`src/rtl/alu_pkg.sv`:
```
// Shared definitions for the bit-serial ALU: op codes, FSM encoding and the
// initial-carry rule used when an operation is accepted.
package alu_pkg;

  localparam logic [3:0] OP_AND  = 4'b0000;
  localparam logic [3:0] OP_OR   = 4'b0001;
  localparam logic [3:0] OP_ADD  = 4'b0010;
  localparam logic [3:0] OP_SUB  = 4'b0110;
  localparam logic [3:0] OP_SLT  = 4'b0111;
  localparam logic [3:0] OP_XNOR = 4'b1001;
  localparam logic [3:0] OP_NOT  = 4'b1010;
  localparam logic [3:0] OP_PASS = 4'b1011;

  localparam logic [1:0] ST_IDLE = 2'd0;
  localparam logic [1:0] ST_RUN  = 2'd1;
  localparam logic [1:0] ST_DONE = 2'd2;

  // Subtraction is done as A + ~B + 1, so the carry chain starts at 1.
  function automatic logic init_carry(input logic [3:0] op);
    return (op == OP_SUB) || (op == OP_SLT);
  endfunction

endpackage

```
`src/rtl/alu_bit_slice.sv`:
```
// One-bit combinational ALU slice: full adder, subtractor and logic cells
// selected by the op code. Carry out is 0 for logical and unknown ops.
module alu_bit_slice
  import alu_pkg::*;
(
  input  logic       a,
  input  logic       b,
  input  logic       cin,
  input  logic [3:0] op,
  output logic       r,
  output logic       cout
);

  logic nb;
  logic fa_s, fa_c;
  logic sb_s, sb_c;

  assign nb   = ~b;
  assign fa_s = a ^ b ^ cin;
  assign fa_c = (a & b) | (cin & (a ^ b));
  assign sb_s = a ^ nb ^ cin;
  assign sb_c = (a & nb) | (cin & (a ^ nb));

  always_comb begin
    r    = 1'b0;
    cout = 1'b0;
    case (op)
      OP_AND:  r = a & b;
      OP_OR:   r = a | b;
      OP_ADD:  begin r = fa_s; cout = fa_c; end
      OP_SUB,
      OP_SLT:  begin r = sb_s; cout = sb_c; end
      OP_XNOR: r = ~(a ^ b);
      OP_NOT:  r = ~a;
      OP_PASS: r = a;
      default: begin r = 1'b0; cout = 1'b0; end
    endcase
  end

endmodule

```
`src/rtl/alu_bit_serial.sv`:
```
// Bit-serial ALU: one bit per clock, LSB first, through a single slice.
// Results and flags are published only on the edge that enters DONE.
module alu_bit_serial
  import alu_pkg::*;
#(
  parameter int WIDTH = 32
) (
  input  logic             clk,
  input  logic             rst,
  input  logic             start,
  input  logic [3:0]       op,
  input  logic [WIDTH-1:0] a,
  input  logic [WIDTH-1:0] b,
  output logic             ready,
  output logic             done,
  output logic [WIDTH-1:0] result,
  output logic             zero,
  output logic             carry_out,
  output logic             overflow,
  output logic [1:0]       dbg_state
);

  localparam int CW = $clog2(WIDTH);

  logic [1:0]       state_q, state_d;
  logic             prime_q, prime_d;
  logic [CW-1:0]    cnt_q, cnt_d;
  logic [3:0]       op_q, op_d;
  logic [WIDTH-1:0] a_q, a_d, b_q, b_d;
  logic [WIDTH-2:0] sh_q, sh_d;
  logic             carry_q, carry_d;
  logic [WIDTH-1:0] result_q, result_d;
  logic             cout_q, cout_d;
  logic             ovf_q, ovf_d;

  logic             slice_r, slice_cout;
  logic [WIDTH-1:0] sh_next;
  logic             ovf_bit;
  logic             last_bit;
  logic             accept;

  alu_bit_slice u_slice (
    .a    (a_q[0]),
    .b    (b_q[0]),
    .cin  (carry_q),
    .op   (op_q),
    .r    (slice_r),
    .cout (slice_cout)
  );

  // Handshake: a request is taken on a rising edge where start=1 and
  // ready=1; ready is high in IDLE and DONE, start elsewhere is dropped.
  assign ready     = (state_q == ST_IDLE) || (state_q == ST_DONE);
  assign accept    = start && ready;
  assign done      = (state_q == ST_DONE);
  assign result    = result_q;
  assign zero      = (result_q == '0);
  assign carry_out = cout_q;
  assign overflow  = ovf_q;
  assign dbg_state = state_q;

  assign sh_next  = {slice_r, sh_q};
  assign ovf_bit  = carry_q ^ slice_cout;
  assign last_bit = !prime_q && (cnt_q == CW'(WIDTH - 1));

  always_comb begin
    state_d  = state_q;
    prime_d  = prime_q;
    cnt_d    = cnt_q;
    op_d     = op_q;
    a_d      = a_q;
    b_d      = b_q;
    sh_d     = sh_q;
    carry_d  = carry_q;
    result_d = result_q;
    cout_d   = cout_q;
    ovf_d    = ovf_q;

    if (accept) begin
      state_d = ST_RUN;
      // Requests from IDLE take one settle cycle; from DONE they start at once.
      prime_d = (state_q == ST_IDLE);
      cnt_d   = '0;
      op_d    = op;
      a_d     = a;
      b_d     = b;
      sh_d    = '0;
      carry_d = init_carry(op);
    end else if (state_q == ST_DONE) begin
      state_d = ST_IDLE;
    end else if (state_q == ST_RUN) begin
      if (prime_q) begin
        prime_d = 1'b0;
      end else begin
        a_d     = {1'b0, a_q[WIDTH-1:1]};
        b_d     = {1'b0, b_q[WIDTH-1:1]};
        sh_d    = sh_next[WIDTH-1:1];
        carry_d = slice_cout;
        cnt_d   = cnt_q + 1'b1;
        if (last_bit) begin
          state_d = ST_DONE;
          cnt_d   = '0;
          case (op_q)
            OP_ADD, OP_SUB: begin
              result_d = sh_next;
              cout_d   = slice_cout;
              ovf_d    = ovf_bit;
            end
            OP_SLT: begin
              result_d = WIDTH'(slice_r ^ ovf_bit);
              cout_d   = slice_cout;
              ovf_d    = 1'b0;
            end
            OP_AND, OP_OR, OP_XNOR, OP_NOT, OP_PASS: begin
              result_d = sh_next;
              cout_d   = 1'b0;
              ovf_d    = 1'b0;
            end
            default: begin
              result_d = '0;
              cout_d   = 1'b0;
              ovf_d    = 1'b0;
            end
          endcase
        end
      end
    end
  end

  always_ff @(posedge clk or posedge rst) begin
    if (rst) begin
      state_q  <= ST_IDLE;
      prime_q  <= 1'b0;
      cnt_q    <= '0;
      op_q     <= '0;
      a_q      <= '0;
      b_q      <= '0;
      sh_q     <= '0;
      carry_q  <= 1'b0;
      result_q <= '0;
      cout_q   <= 1'b0;
      ovf_q    <= 1'b0;
    end else begin
      state_q  <= state_d;
      prime_q  <= prime_d;
      cnt_q    <= cnt_d;
      op_q     <= op_d;
      a_q      <= a_d;
      b_q      <= b_d;
      sh_q     <= sh_d;
      carry_q  <= carry_d;
      result_q <= result_d;
      cout_q   <= cout_d;
      ovf_q    <= ovf_d;
    end
  end

endmodule

```
`config.mk`:
```
export PLATFORM = sky130hd
export DESIGN_NAME = alu_bit_serial
export DESIGN_NICKNAME = d
export VERILOG_FILES = /design/src/rtl/alu_pkg.sv /design/src/rtl/alu_bit_slice.sv /design/src/rtl/alu_bit_serial.sv
export SDC_FILE = /design/constraint.sdc
export NUM_CORES = 1
export LEC_CHECK = 0
export ABC_CLOCK_PERIOD_IN_PS = 5100
export BUFFER_PORTS_ARGS = -buffer_cell sky130_fd_sc_hd__buf_2
export CELL_PAD_IN_SITES_DETAIL_PLACEMENT = 1
export CELL_PAD_IN_SITES_GLOBAL_PLACEMENT = 1
export CORE_AREA = 2 2 130 132
export DETAILED_ROUTE_END_ITERATION = 16
export DIE_AREA = 0 0 132 134
export MAX_ROUTING_LAYER = met4
export PLACE_DENSITY = 0.77
export SLEW_MARGIN = 5
export SYNTH_ARGS = -nofsm -noshare
export SYNTH_HDL_FRONTEND = slang
export SYNTH_HIERARCHICAL = 1
export SYNTH_SLANG_ARGS = --single-unit
```
`constraint.sdc`:
```
create_clock -name clk -period 5.1 [get_ports clk]
set_clock_uncertainty 0.05 [all_clocks]
set_input_delay 1.02 -clock clk [delete_from_list [all_inputs] [get_ports clk]]
set_output_delay 1.02 -clock clk [all_outputs]
set_load 0.05 [all_outputs]
```
==> results of run 1 <==
==> metal layers <==
layer	routed length, microns	vias to the layer above	share of wire	global-route usage
met5	0	-	0	-
met4	177	0	0.012	0.0556
met3	683	15	0.047	0.0469
met2	6800	112	0.47	0.277
met1	6870	2291	0.47	0.222
li1	-	2272	-	-
==> state kept, by name, summed over array words and instances (netlist names) <==
| register | cells |
|---|---|
| a_q | 32 |
| b_q | 32 |
| carry_out | 1 |
| carry_q | 1 |
| cnt_q | 5 |
| dbg_state | 2 |
| op_q | 4 |
| overflow | 1 |
| prime_q | 1 |
| result | 32 |
| sh_q | 31 |
==> worst max-delay path, delay by kind of cell (launching register included) <==
family / cells / cell delay (ns)
AND/OR/NAND/NOR: 3 / 0.69
buffers and inverters: 1 / 0.27
flip-flops: 1 / 0.40
==> power groups by stage <==
stage / Combinational [uW] / Sequential [uW] / Clock, uW
2_1_floorplan: 1050 / 1870 / 0
3_3_place_gp: 1510 / 1730 / 0
6_report: 1560 / 1740 / 1200
4_1_cts: 1580 / 1740 / 1230
3_5_place_dp: 1580 / 1750 / 0
5_1_grt: 1700 / 1780 / 1280
==> per-stage QoR <==
stage | instances | cell area (sq um) | setup WS (ns) | hold WS, ns
2_1_floorplan | 596 | 6210 | 0.220 | 0.429
3_3_place_gp | 890 | 6940 | 2.47 | 0.437
3_5_place_dp | 890 | 6940 | 2.34 | 0.459
4_1_cts | 919 | 7510 | 2.21 | 0.471
5_1_grt | 921 | 7510 | 2.03 | 0.486
6_report | 921 | 7510 | 2.25 | 0.466
==> how the worst min path moves through the flow <==
| stage | endpoint | slack (ns) | from | cells after the start |
|---|---|---|---|---|
| final | result[10] | 0.47 | sh_q[10] | 1 |
| after global routing | result[28] | 0.49 | sh_q[28] | 1 |
| after floorplan | result[0] | 0.43 | sh_q[0] | 1 |
| after detailed placement | result[15] | 0.46 | sh_q[15] | 1 |
| after CTS | result[28] | 0.47 | sh_q[28] | 1 |
| after global placement | result[0] | 0.44 | sh_q[0] | 1 |
==> layout make-up <==
cell class / count / area, sq um / area share
multi-input combinational: 404 / 2470 / 0.328
clock buffer: 22 / 484 / 0.0644
clock inverter: 7 / 87.6 / 0.0117
antenna: 2 / 5.00 / 0.000666
timing repair buffer: 115 / 603 / 0.0803
inverter: 9 / 38.8 / 0.00516
sequential: 142 / 3550 / 0.473
tap: 220 / 275 / 0.0366
==> Yosys cell counts (all sizes together), types with 4 or more instances <==
cell	n
a22o	31
nand2	138
a21oi	37
nor4	8
dfrtp	142
o21ai	73
clkbuf	26
inv	9
nor3	4
ha	5
buf	15
nor2	6
mux2i	65
==> placed cells by master, fill, tap and decap left out, types with 5 or more instances in the layout <==
master,count
a22o_1,31
nand2_1,138
o21ai_1,70
nor4_1,8
buf_4,5
nor2_1,6
buf_2,109
mux2i_1,65
inv_1,8
ha_1,5
dfrtp_1,142
a21oi_1,37
clkbuf_16,17
==> cells by family (layout without fill, tap and decap cells) <==
family	Yosys count	count (layout)	share of synthesized area
AOI/OAI and AO/OA	151	151	0.146
DFF	142	142	0.572
muxes	68	68	0.110
and+or+nand+nor	176	176	0.123
buffers and inverters	50	153	0.0334
adders and majority gates	5	5	0.0101
xor gates and xnor gates	4	4	0.00564
other	0	2	0
==> out/metrics.yaml, run 1 <==
synth:
  syn_nets: 672
  synth_ff_type: "dfrtp_1"
  syn-cell-area_sq_um: 6210
  yosysUniqueCellTypes: 40
  seq_area_frac_synth: 0.572
  avgSynthCellArea_sq_um: 10.4
  synth_largest_area_cell: "dfrtp_1"
  synth_edf_count: 0
  synthCells: 596
  async_reset_ff_frac: 1.00
  synth_area_leaders: "dfrtp_1 57%, mux2i_1 10%, nand2_1 8.3%"
  ys_ff_latch: 142
  yosysWarnings: 6
  netlist.area_leader.share: 0.572
clock_tree:
  clk_pin_slew_ns: 0.06
  postCtsSetupBuffers: 0
  cts_tree: "done"
  cts_root_buf: "clkbuf_16"
  clkLatencyLatePin_ns: 0.41
  cts-buffers-inserted: 17
  htreeDepth: 4
  cts_resized: 0
  cts.path.max_buffers: 2
  postCtsHoldBufs: 0
  cts.sinks: 142
global_routing:
  overflow: 0
  grt_pass1_vias: 4976
  antenna_found_initial: 2
  grt_max_degree: 106
  grt_first_pass_wirelength_microns: 24400
  grt.total_usage: 0.176
timing:
  rsz0062_at_grt: "false"
  maxSlewHeadroom: 0.227
  hold_violations: 0
  tightest_slew_ns: 1.16
  period_share: 0.559
  setup_viol: 0
  drv_slew: 0
  fin_crit_ns: 2.85
  setup_tns_ns: 0
  max_freq_ghz: 0.351
power:
  finalPower_uw: 4500
  vdd_drop_max_v: 0.000644
  power_frac_clock: 0.267
  switchingPower_uw: 1720
  seqPwrFrac: 0.386
  combPwrFrac: 0.346
  power_density_nw_per_um2: 598
  p_int_uw: 2780
  p_leak_uw: 0.00360
  p_sw_frac: 0.382
critical_path:
  cp-startpoint: "result[4]"
  slowest_stage: "nor4_1"
  reg2reg_to: "result[0]"
  crit_chain: "nor4_1, nand4_1, nor2_1, buf_2"
  r2r_setup_slack_ns: 2.29
  cp.arrival_ns: 1.78
  max_stage_delay_ns: 0.41
  path_class: "reg -> out"
  setup.worst_path.end: "zero"
  cp.required_ns: 4.03
  worstSetupStartpointType: "flip-flop"
  worstPathMaxFanout: 3
  worst_setup_path_end_kind: "primary output"
  reg2regPathDepth: 7
  crit-reg2reg-launch: "cnt_q[0]"
drt:
  vias: 4690
  drcViolationCount: 0
  ant_nets: 0
  routed_wl_microns: 14500
  drtIter0Drc: 219
  vias_per_cell: 5.09
  avgRoutedWirePerCell_microns: 15.8
  first_pass_iters: 4
floorplanning:
  fp.dieW_microns: 132
  die-area_sq_um: 17700
  initial_utilization: 0.381
  fp.coreArea_sq_um: 16300
  row_count: 47
  die_h_microns: 134
  io_pins: 110
outcome:
  status: "complete, no violations"
min_path:
  hold_class: "reg -> reg"
placement:
  portBuffers: 109
  gp_congestion: 0.780
  dpl.hpwl_microns: 9720
layout:
  fill_cells: 1846
  drive_above_1_share: 0.216
  final_net_count: 765
  final_core_util: 0.461
  synthToLayoutAreaGrowth_pct: 20.9
job:
  cap_violations: 0
Note: power is estimated with default switching activity, not from simulation.
==> inputs of run 2 (changes only) <==
ABC_CLOCK_PERIOD_IN_PS = 2720   (was 5100)
CORE_AREA = 2 2 124 126   (was 2 2 130 132)
DIE_AREA = 0 0 126 128   (was 0 0 132 134)
PLACE_DENSITY = 0.81   (was 0.77)
clock period = 2.72 ns   (was 5.1 ns; I/O delays follow)
==> run 2 against run 1 <==
Count of clock-buffer cells in the layout stayed put. Cell count is 2.8% lower. Register-to-register slack worse by 1.9 ns. Sequential share of layout area is 0.93 points lower. Wire length is 2.3% higher. Die area is 8.8% lower. Total power is 95% higher. First-iteration DRC count is 13% higher. Non-clock buffer count is 5 higher. Global-route usage is 2.2 points higher. Clock power is 110% higher. Worst setup slack worse by 2.0 ns. Critical endpoint unchanged.
==> out/metrics.yaml, run 2 (synthesized netlist as in run 1, its figures left out) <==
placement:
  dp_cells: 863  # was 890
  dpl.hpwl_microns: 10200  # was 9720 microns
  gp_congestion: 0.759  # was 0.780
  dp_slack_ns: 0.361  # was 2.34 ns
  portBuffers: 109  # unchanged
floorplanning:
  row_count: 45  # was 47
  fp.dieW_microns: 126  # was 132 microns
  die-area_sq_um: 16100  # was 17,700 sq um
  io_pins: 110  # unchanged
  initial_utilization: 0.418  # was 0.381
  fp.coreArea_sq_um: 14900  # was 16,300 sq um
  die_h_microns: 128  # was 134 microns
clock_tree:
  cts_resized: 0  # unchanged
  cts_tree: "done"  # unchanged
  clkLatencyLatePin_ns: 0.42  # was 0.41 ns
  cts-buffers-inserted: 17  # unchanged
  postCtsSetupBuffers: 0  # unchanged
  htreeDepth: 4  # unchanged
  cts.sinks: 142  # unchanged
  clk_pin_slew_ns: 0.06  # about the same
  cts.path.max_buffers: 2  # unchanged
  postCtsHoldBufs: 0  # unchanged
  cts_root_buf: "clkbuf_16"  # unchanged
drt:
  drtIter0Drc: 248  # was 219
  avgRoutedWirePerCell_microns: 16.6  # was 15.8 microns
  vias: 4806  # was 4,690
  first_pass_iters: 4  # unchanged
  routed_wl_microns: 14900  # was 14,500 microns
  vias_per_cell: 5.37  # was 5.09
  ant_nets: 0  # unchanged
  drcViolationCount: 0  # unchanged
power:
  finalPower_uw: 8750  # was 4500 uW
  p_leak_uw: 0.00368  # was 0.00360 uW
  power_density_nw_per_um2: 1140  # was 598 nW/um^2
  vdd_drop_max_v: 0.000900  # was 0.000644 V
timing:
  period_share: 0.900
  fin_crit_ns: 2.45
  hold_violations: 0  # unchanged
  max_freq_ghz: 0.409
  drv_slew: 0  # unchanged
  setup_viol: 0  # unchanged
  rsz0062_at_grt: "false"  # unchanged
  maxSlewHeadroom: 0.481  # was 0.227
  fin_ws_ns: 0.272  # was 2.25 ns
  tightest_slew_ns: 0.777  # was 1.16 ns
  setup_tns_ns: 0  # unchanged
global_routing:
  grt_first_pass_wirelength_microns: 25000  # was 24,400 microns
  grt_pass1_vias: 4986  # was 4,976
  overflow: 0  # unchanged
  antenna_found_initial: 0  # was 2
  grt.total_usage: 0.198  # was 0.176
  grt_max_degree: 93  # was 106
layout:
  final_cell_mix: "142 x dfrtp_1, 138 x nand2_1, 109 x buf_2"  # unchanged
  fill_cells: 1675  # was 1,846
  synthToLayoutAreaGrowth_pct: 23.4  # was 20.9%
  final_core_util: 0.516  # was 0.461
  drive_above_1_share: 0.225  # was 0.216
  final_net_count: 770  # was 765
  fin_cells: 895  # was 921
  num_antenna_cells: 0  # was 2
  final_common_cell: "dfrtp_1"  # unchanged
critical_path:
  path_class: "reg -> out"  # unchanged
  worstPathMaxFanout: 3  # unchanged
  cp.arrival_ns: 1.85  # was 1.78 ns
  r2r_setup_slack_ns: 0.35  # was 2.29 ns
  slowest_stage: "nor4_1"  # unchanged
  reg2reg_to: "result[19]"  # was result[0]
  crit_chain: "nor4_1, nand4_1, nor2_1, buf_2"  # unchanged
  crit-reg2reg-launch: "cnt_q[0]"  # unchanged
  cp.required_ns: 2.13  # was 4.03 ns
  worst_setup_path_end_kind: "primary output"  # unchanged
  worstSetupStartpointType: "flip-flop"  # unchanged
  reg2regPathDepth: 8  # was 7
  max_stage_delay_ns: 0.47  # was 0.41 ns
  cp-startpoint: "result[25]"  # was result[4]
outcome:
  status: "complete, no violations"  # unchanged
job:
  cap_violations: 0  # unchanged
min_path:
  hold_class: "in -> async"  # was reg -> reg
-- run 2: worst max-delay path by stage --
stage	end	cells past startpoint
after floorplan	a_q[0]	1
after global placement	result[0]	8
after detailed placement	result[19]	8
after CTS	zero	4
after global routing	result[19]	8
final	zero	4
-- run 2: cell type report --
type / count / area, sq um / area share
repair buffers: 120 / 728 / 0.0950
multi-input cells: 404 / 2470 / 0.322
clock buffers: 22 / 484 / 0.0632
flip-flops and latches: 142 / 3550 / 0.464
clock inverters: 10 / 159 / 0.0207
well taps: 188 / 235 / 0.0307
inverters: 9 / 37.5 / 0.00490
-- run 2: metal layers --
layer	GRT usage	vias up	part of all wire
met5	-	-	0
met4	0.0737	0	0.016
met2	0.316	113	0.49
met3	0.0392	18	0.039
li1	-	2277	-
met1	0.253	2398	0.46
-- run 2: per-stage QoR --
step                cell area, sq um  hold slack, ns
finish                          7660           0.219
global route                    7660           0.261
CTS                             7660           0.229
detailed placement              7020           0.461
global placement                7020           0.455
floorplan                       6220           0.429
-- run 2: critical path, delay by kind of cell, from the launching register on --
family | cells | cell delay (ns)
buf+inv | 1 | 0.26
simple gates | 3 | 0.76
flops | 1 | 0.42
-- run 2: where the power goes --
part	switching (uW)	total (uW)	internal [uW]
clock	849	2480	1630
combinational	1910	3020	1110
sequential	531	3260	2730
